## config.mk

```make
export PLATFORM = sky130hd
export DESIGN_NAME = load_store_unit_flat
export DESIGN_NICKNAME = d
export VERILOG_FILES = /design/src/rtl/load_store_unit_if.sv /design/src/rtl/load_store_unit.sv /design/src/flat_wrapper.sv
export SDC_FILE = /design/constraint.sdc
export NUM_CORES = 1
export LEC_CHECK = 0
export ABC_AREA = 1
export CAP_MARGIN = 20
export CORE_MARGIN = 8
export CORE_UTILIZATION = 49
export DETAILED_ROUTE_END_ITERATION = 10
export HOLD_SLACK_MARGIN = 0.1
export PLACE_DENSITY = 0.95
export SYNTH_ARGS = -nofsm -noshare
export SYNTH_HDL_FRONTEND = slang
export SYNTH_SLANG_ARGS = --single-unit
```

## constraint.sdc

```tcl
create_clock -name clk -period 3.28 [get_ports clk]
set_input_delay 0.492 -clock clk [delete_from_list [all_inputs] [get_ports clk]]
set_output_delay 0.492 -clock clk [all_outputs]
set_load 0.1 [all_outputs]
```

## src/rtl/load_store_unit_if.sv

```systemverilog
// load_store_unit_if: data-memory valid/ready request port with in-order read-data return
interface load_store_unit_if #(
    parameter int DATA_WIDTH = 32,
    parameter int ADDR_WIDTH = 32
);
    logic                  mem_valid;
    logic                  mem_ready;
    logic [ADDR_WIDTH-1:0] mem_addr;
    logic                  mem_we;
    logic [3:0]            mem_be;
    logic [DATA_WIDTH-1:0] mem_wdata;
    logic                  mem_rvalid;
    logic [DATA_WIDTH-1:0] mem_rdata;
    modport master (
        output mem_valid, mem_addr, mem_we, mem_be, mem_wdata,
        input  mem_ready, mem_rvalid, mem_rdata
    );
    modport slave (
        input  mem_valid, mem_addr, mem_we, mem_be, mem_wdata,
        output mem_ready, mem_rvalid, mem_rdata
    );
endinterface

```

## src/rtl/load_store_unit.sv

```systemverilog
// load_store_unit: memory stage issuing one aligned load/store per request and returning extended load data
module load_store_unit #(
    parameter int DATA_WIDTH = 32,
    parameter int ADDR_WIDTH = 32
) (
    input  logic                  clk,
    input  logic                  rst,
    input  logic                  req_valid,
    output logic                  req_ready,
    input  logic [ADDR_WIDTH-1:0] ALUout,
    input  logic [DATA_WIDTH-1:0] store_data,
    input  logic                  MemWrite,
    input  logic [2:0]            funct3,
    output logic                  stall,
    load_store_unit_if.master     mem,
    output logic                  resp_valid,
    output logic [DATA_WIDTH-1:0] resp_data,
    output logic                  resp_err
);
    typedef enum logic [1:0] {IDLE, REQ, WAIT, DONE} state_t;
    state_t state, state_nx;
    logic [ADDR_WIDTH-1:0] addr_q;
    logic [2:0]            f3_q;
    logic                  we_q;
    logic                  err_q;
    logic [3:0]            be_q, be_nx;
    logic [DATA_WIDTH-1:0] wdata_q, wdata_nx, rdata_q, lane, ld;
    logic                  illegal, misal, accept;
    always_comb begin
        accept   = state == IDLE && req_valid;
        illegal  = MemWrite ? funct3 > 3'b010 : (funct3 == 3'b011 || funct3[2:1] == 2'b11);
        misal    = (funct3[1:0] == 2'b01 && ALUout[0]) || (funct3[1:0] == 2'b10 && ALUout[1:0] != 2'b00);
        be_nx    = funct3[1:0] == 2'b00 ? 4'b0001 << ALUout[1:0] :
                   funct3[1:0] == 2'b01 ? (ALUout[1] ? 4'b1100 : 4'b0011) : 4'b1111;
        wdata_nx = funct3[1:0] == 2'b00 ? {4{store_data[7:0]}} :
                   funct3[1:0] == 2'b01 ? {2{store_data[15:0]}} : store_data;
        lane     = mem.mem_rdata >> {addr_q[1:0], 3'b000};
        ld       = f3_q == 3'b000 ? {{24{lane[7]}}, lane[7:0]} :
                   f3_q == 3'b001 ? {{16{lane[15]}}, lane[15:0]} :
                   f3_q == 3'b100 ? {24'b0, lane[7:0]} :
                   f3_q == 3'b101 ? {16'b0, lane[15:0]} : lane;
    end
    always_comb begin
        state_nx = state;
        case (state)
            IDLE: state_nx = req_valid ? ((illegal || misal) ? DONE : REQ) : IDLE;
            REQ:  state_nx = mem.mem_ready ? (we_q ? DONE : WAIT) : REQ;
            WAIT: state_nx = mem.mem_rvalid ? DONE : WAIT;
            DONE: state_nx = IDLE;
            default: state_nx = IDLE;
        endcase
    end
    always_ff @(posedge clk or negedge rst) begin
        if (!rst) begin
            state   <= IDLE;
            addr_q  <= '0;
            f3_q    <= '0;
            we_q    <= 1'b0;
            err_q   <= 1'b0;
            be_q    <= '0;
            wdata_q <= '0;
            rdata_q <= '0;
        end else begin
            state <= state_nx;
            if (accept) begin
                addr_q  <= ALUout;
                f3_q    <= funct3;
                we_q    <= MemWrite;
                err_q   <= illegal || misal;
                be_q    <= be_nx;
                wdata_q <= wdata_nx;
                rdata_q <= '0;
            end
            if (state == WAIT && mem.mem_rvalid)
                rdata_q <= ld;
        end
    end
    // Request fields come only from registers so they hold steady while mem_ready is low
    assign mem.mem_valid = state == REQ;
    assign mem.mem_addr  = {addr_q[ADDR_WIDTH-1:2], 2'b00};
    assign mem.mem_we    = state == REQ && we_q;
    assign mem.mem_be    = state == REQ ? be_q : 4'b0000;
    assign mem.mem_wdata = wdata_q;
    assign req_ready     = state == IDLE;
    assign resp_valid    = state == DONE;
    assign resp_data     = state == DONE ? rdata_q : '0;
    assign resp_err      = state == DONE && err_q;
    assign stall         = state != IDLE && req_valid && !resp_valid;
endmodule

```

## src/flat_wrapper.sv

```systemverilog
// flat-port wrapper written by rule: the top's interface ports become plain ports
module load_store_unit_flat 
#(
    parameter int DATA_WIDTH = 32,
    parameter int ADDR_WIDTH = 32
)
  (clk, rst, req_valid, req_ready, ALUout, store_data, MemWrite, funct3, stall, resp_valid, resp_data, resp_err, mem_mem_valid, mem_mem_addr, mem_mem_we, mem_mem_be, mem_mem_wdata, mem_mem_ready, mem_mem_rvalid, mem_mem_rdata);
  load_store_unit_if #(.DATA_WIDTH(DATA_WIDTH), .ADDR_WIDTH(ADDR_WIDTH)) mem_i ();
  input  logic clk;
  input  logic rst;
  input  logic req_valid;
  output logic req_ready;
  input  logic [ADDR_WIDTH-1:0] ALUout;
  input  logic [DATA_WIDTH-1:0] store_data;
  input  logic MemWrite;
  input  logic [2:0] funct3;
  output logic stall;
  output logic resp_valid;
  output logic [DATA_WIDTH-1:0] resp_data;
  output logic resp_err;
  output wire logic [$bits(mem_i.mem_valid)-1:0] mem_mem_valid;
  output wire logic [$bits(mem_i.mem_addr)-1:0] mem_mem_addr;
  output wire logic [$bits(mem_i.mem_we)-1:0] mem_mem_we;
  output wire logic [$bits(mem_i.mem_be)-1:0] mem_mem_be;
  output wire logic [$bits(mem_i.mem_wdata)-1:0] mem_mem_wdata;
  input wire logic [$bits(mem_i.mem_ready)-1:0] mem_mem_ready;
  input wire logic [$bits(mem_i.mem_rvalid)-1:0] mem_mem_rvalid;
  input wire logic [$bits(mem_i.mem_rdata)-1:0] mem_mem_rdata;
  assign mem_mem_valid = mem_i.mem_valid;
  assign mem_mem_addr = mem_i.mem_addr;
  assign mem_mem_we = mem_i.mem_we;
  assign mem_mem_be = mem_i.mem_be;
  assign mem_mem_wdata = mem_i.mem_wdata;
  assign mem_i.mem_ready = mem_mem_ready;
  assign mem_i.mem_rvalid = mem_mem_rvalid;
  assign mem_i.mem_rdata = mem_mem_rdata;
  load_store_unit #(.DATA_WIDTH(DATA_WIDTH), .ADDR_WIDTH(ADDR_WIDTH)) u_core (.clk(clk), .rst(rst), .req_valid(req_valid), .req_ready(req_ready), .ALUout(ALUout), .store_data(store_data), .MemWrite(MemWrite), .funct3(funct3), .stall(stall), .mem(mem_i), .resp_valid(resp_valid), .resp_data(resp_data), .resp_err(resp_err));
endmodule
```

==> impl_metrics.ini, run 1 <==
[status]
status = finished clean

[synth]
yosysMostFrequentCell = nand2_1
synth.top_cells.by_count = nand2_1 (312), dfrtp_1 (107), nor2_1 (75)
synth.distinct_cells = 28
netlist_area_um2 = 5800
syn_avg_cell_area_um2 = 7.14
ys_seq_elements = 107
yosysTopAreaCellShare = 0.462
yosys_warnings = 0
synth-seq-area-share = 0.462
yosysTopAreaCell = dfrtp_1
ys_top_cells_by_area = dfrtp_1 (46%), nand2_1 (20%), nor2_1 (4.9%)
synthArstFlopShare = 1.00
syn_inst = 812
synth_edf_count = 0
synth_flop_cell = dfrtp_1

[global_route]
grt-ovfl-total = 0
track_usage = 0.233
grt_pass1_wl_mm = 29.8
grt_pass1_vias = 5936
grt_antenna_before_repair = 0
grt_max_degree = 57

[routing]
drtAntennaViolNets = 0
first_iter_violations = 548
drcViolationCount = 0
num_vias = 5725
firstDrtPassIters = 5
routedWlPerCell_um = 16.2
viasPerCell = 5.13
wl_mm = 18.1

[hold_path]
hold_class = in -> async

[timing]
finClkSkew_ps = 6.32
max_freq_mhz = 418
finalMaxSlewViolations = 0
fin_ws_ps = 889
rsz0062_at_grt = false
min_period_over_period = 0.729
hold_viol = 0
setup_viol = 0
fin_crit_ps = 2390
maxSlewHeadroom = 0.318
tightestPinTransition_ps = 1020
fin_setup_tns_ps = 0

[cts]
worst_skew_pair.late_latency_ps = 350
cts-root-buf = clkbuf_16
cts_hold_buf = 0
cts.sinks = 107
numCtsBuffers = 9
cts_resized = 0
htree_num_levels = 3
cts_tree = built
post_cts_buffers = 0
clockBufferDepth = 2
clk_pin_slew_ps = 80

[setup_path]
slowest_stage = clkdlybuf4s50_1
cp_slowest_stage_delay_ps = 1180
cp-start-kind = register
worst_ep_required_time_ps = 2790
arrival_ps = 1900
path_max_fanout = 2
critPathKind = reg -> out
path_delay_family = buffers and inverters
path_cells = clkdlybuf4s50_1
cp_num_buf_inv = 1
end_kind = primary output

[place]
gp_congestion = 0.884
place_inst = 1099
dpl_worst_slack_ps = 946
numPortBuffers = 208
place_hpwl_mm = 13.8

[final_layout]
layout.nets = 1072
layout.cells.non_filler = 1115
antenna_cells = 0
drive_above_1_share = 0.107
syn_to_final_growth_pct = 35.2

[die]
initial_core_util = 0.506
dieHeight_um = 125
core_area_um2 = 11500
rows = 39
die_w_um = 125
dieArea_um2 = 15600
pin_count = 211

[flow_run]
maxCapViolations = 0
## cell usage in the layout, fill, tap and decap left out, types with 8 or more instances in the layout
master / count
a31oi_1: 8
clkdlybuf4s50_1: 151
buf_4: 63
nand2_1: 312
nor2_1: 69
a21oi_1: 32
nor2_2: 8
inv_1: 74
o21ai_0: 55
nand3_1: 48
dfrtp_1: 107
clkbuf_16: 9
## final cells by class
type	instances	area [um^2]
sequential	107	2680
fill	935	3630
inverter	82	308
timing repair buffer	215	2000
tap	143	179
clock inverter	6	45.0
multi-input combinational	552	2380
clock buffer	10	239
## cell families after synthesis
kind of cell | synth area share
other | 0.000647
AOI/OAI and AO/OA | 0.0965
and+or+nand+nor | 0.311
DFF | 0.462
buffers and inverters | 0.130
## per-stage QoR
step / area (um^2) / util / hold slack [ps]
2_1_floorplan: 5820 / - / 196
3_3_place_gp: 7550 / 0.659 / 461
3_5_place_dp: 7550 / 0.659 / 464
4_1_cts: 7840 / 0.683 / 233
5_1_grt: 7840 / 0.683 / 277
6_report: 7840 / 0.683 / 207
## registers in the layout, indices dropped and copies added, names as in the netlist
signal,count
u_core.addr_q,32
u_core.err_q,1
u_core.be_q,4
u_core.f3_q,3
u_core.mem.mem_wdata,32
u_core.state,2
u_core.we_q,1
u_core.rdata_q,32
## per-layer routing
metal  share of wire  vias to the layer above  global-route usage
li1                -                     2791                   -
met1            0.37                     2633               0.260
met2            0.48                      271               0.390
met3            0.12                       30               0.103
met4           0.018                        0              0.0723
met5               0                        -                   0
## worst reg2reg max path, delay by kind of cell (launching register included)
| kind | cells | cell delay (ps) |
|---|---|---|
| flops | 1 | 360 |
| buf+inv | 2 | 690 |
| simple gates | 7 | 800 |
## worst paths after layout
path	start	to	slack, ps	depth (start not counted)
setup / recovery	u_core.mem.mem_wdata[6]	mem_mem_wdata[6]	890	1
hold / removal	rst	u_core.rdata_q[19]	210	1
setup reg to reg	u_core.addr_q[0]	u_core.rdata_q[14]	1350	9
hold reg to reg	u_core.addr_q[19]	u_core.addr_q[19]	490	2
max in group asynchronous	rst	u_core.mem.mem_wdata[27]	2330	2
min in group clk	u_core.addr_q[19]	u_core.addr_q[19]	490	2
Power of run 1 is not shown: default switching activity piles up to over one toggle a cycle in this logic, so the estimate is an artifact.
==> run 2, diff against run 1 <==
--- a/config.mk
+++ b/config.mk
@@ -8,10 +8,10 @@
 export ABC_AREA = 1
 export CAP_MARGIN = 20
 export CORE_MARGIN = 8
-export CORE_UTILIZATION = 49
+export CORE_UTILIZATION = 41
 export DETAILED_ROUTE_END_ITERATION = 10
 export HOLD_SLACK_MARGIN = 0.1
-export PLACE_DENSITY = 0.95
+export PLACE_DENSITY = 0.88
 export SYNTH_ARGS = -nofsm -noshare
 export SYNTH_HDL_FRONTEND = slang
 export SYNTH_SLANG_ARGS = --single-unit
==> constraint.sdc (replaced) <==
create_clock -name clk -period 2.19 [get_ports clk]
set_input_delay 0.3285 -clock clk [delete_from_list [all_inputs] [get_ports clk]]
set_output_delay 0.3285 -clock clk [all_outputs]
set_load 0.1 [all_outputs]
==> run 2 against run 1 <==
  * Critical path depth is 3 higher
  * Register-to-register slack got worse by 860 ps
  * Critical endpoint is now resp_err
  * Via count up 1.1%
  * First-iteration DRC count grew 8.9%
  * Core utilization fell by 7.4 points
  * Count of clock-buffer cells in the layout is 1 lower
  * Hold slack gained 270 ps
  * Setup slack got worse by 740 ps
  * Non-clock buffer count rose by 10
  * Sequential share of layout area is 2.4 points lower
  * Final cell count grew 4.2%
  * Critical path type unchanged
  * Die area grew 17%
==> impl_metrics.ini, run 2 (synthesized netlist as in run 1, its figures left out) <==
[timing]
maxSlewHeadroom = 0.596
finalMaxSlewViolations = 0
fin_setup_tns_ps = 0
hold_viol = 0
fin_crit_ps = 2040
fin_ws_ps = 150
min_period_over_period = 0.931
rsz0062_at_grt = false
finClkSkew_ps = 11.1
max_freq_mhz = 490
tightestPinTransition_ps = 606
setup_viol = 0

[global_route]
grt_max_degree = 108
grt-ovfl-total = 0
grt_pass1_wl_mm = 29.8
track_usage = 0.205
grt_antenna_before_repair = 0
grt_pass1_vias = 5982

[die]
core_area_um2 = 13800
initial_core_util = 0.419
rows = 43
dieArea_um2 = 18200
dieHeight_um = 135
die_w_um = 135
pin_count = 211

[final_layout]
drive_above_1_share = 0.164
syn_to_final_growth_pct = 45.4
antenna_cells = 0
final_cell_mix = nand2_1 (312), dfrtp_1 (107), clkdlybuf4s50_1 (103), buf_4 (77), inv_1 (74)
layout_commonest_cell = nand2_1
final_area_um2 = 8430
layout.nets = 1082
layout.cells.non_filler = 1162

[routing]
routedWlPerCell_um = 15.9
drcViolationCount = 0
drtAntennaViolNets = 0
firstDrtPassIters = 5
num_vias = 5788
wl_mm = 18.5
viasPerCell = 4.98
first_iter_violations = 597

[cts]
htree_num_levels = 3
clockBufferDepth = 2
cts.sinks = 107
cts_tree = built
cts-root-buf = clkbuf_16
post_cts_buffers = 0
worst_skew_pair.late_latency_ps = 360
clk_pin_slew_ps = 80
numCtsBuffers = 9

[setup_path]
rr_worst_depth = 6
arrival_ps = 1710
cp-start-kind = register
r2r-end = u_core.rdata_q[15]
worst_ep_required_time_ps = 1860
cp_slowest_stage_delay_ps = 470
r2r_start = u_core.addr_q[1]
path_max_fanout = 34
cp_num_buf_inv = 2
slowest_stage = dfrtp_1
r2r_slack_ps = 490
path_cells = nand2_1 > buf_4 > nor2_1 > buf_12
end_kind = primary output
critPathKind = reg -> out
path_delay_family = flip-flops

[flow_run]
maxCapViolations = 0

[place]
gp_congestion = 0.923
numPortBuffers = 208
place_inst = 1145
dpl_cell_area_um2 = 8110
place_hpwl_mm = 14.0
dpl_worst_slack_ps = 391

[hold_path]
hold_class = reg -> reg
holdPathStages = 2
min_to = u_core.rdata_q[26]
hp-start = u_core.rdata_q[26]

[status]
status = finished clean
==> run 2: layout make-up <==
cell class / instances / area [um^2]
tap: 180 / 225
multi-input combinational: 552 / 2410
inverter: 82 / 308
fill: 1162 / 5400
sequential: 107 / 2680
clock inverter: 7 / 82.6
timing repair buffer: 225 / 2500
clock buffer: 9 / 225
==> run 2: routing by layer <==
layer	wire, um	GRT usage	vias to the layer above
li1	-	-	2806
met1	7250	0.234	2691
met2	9110	0.346	274
met3	1880	0.0724	17
met4	223	0.0742	0
met5	0	0	-
==> run 2: through the flow <==
stage | util | hold WS (ps)
6_report | 0.610 | 481
5_1_grt | 0.610 | 505
4_1_cts | 0.610 | 485
3_5_place_dp | 0.587 | 450
3_3_place_gp | 0.587 | 449
2_1_floorplan | - | 32.9
==> run 2: tightest hold or removal path, cell delays in order, from the launching register on <==
cell and delay [ps]:
dfrtp_1 340, nand2_1 50, nand2_1 50
==> run 2: timing repair <==
action	4_1_cts	5_1_grt
hold endpoints to repair	107	0
hold buffers	1	0
gates resized for setup	0	0
==> run 2: how the worst max path moves through the flow <==
| stage | cells after the start | to | start | slack, ps |
|---|---|---|---|---|
| 2_1_floorplan | 3 | resp_data[22] | u_core.state[1] | -230 |
| 3_3_place_gp | 5 | u_core.mem.mem_wdata[24] | req_valid | 450 |
| 3_5_place_dp | 6 | u_core.rdata_q[8] | req_valid | 390 |
| 4_1_cts | 4 | resp_err | u_core.state[1] | 130 |
| 5_1_grt | 4 | resp_err | u_core.state[1] | 70 |
| 6_report | 4 | resp_err | u_core.state[1] | 150 |
Power of run 2 is left out for the same reason.
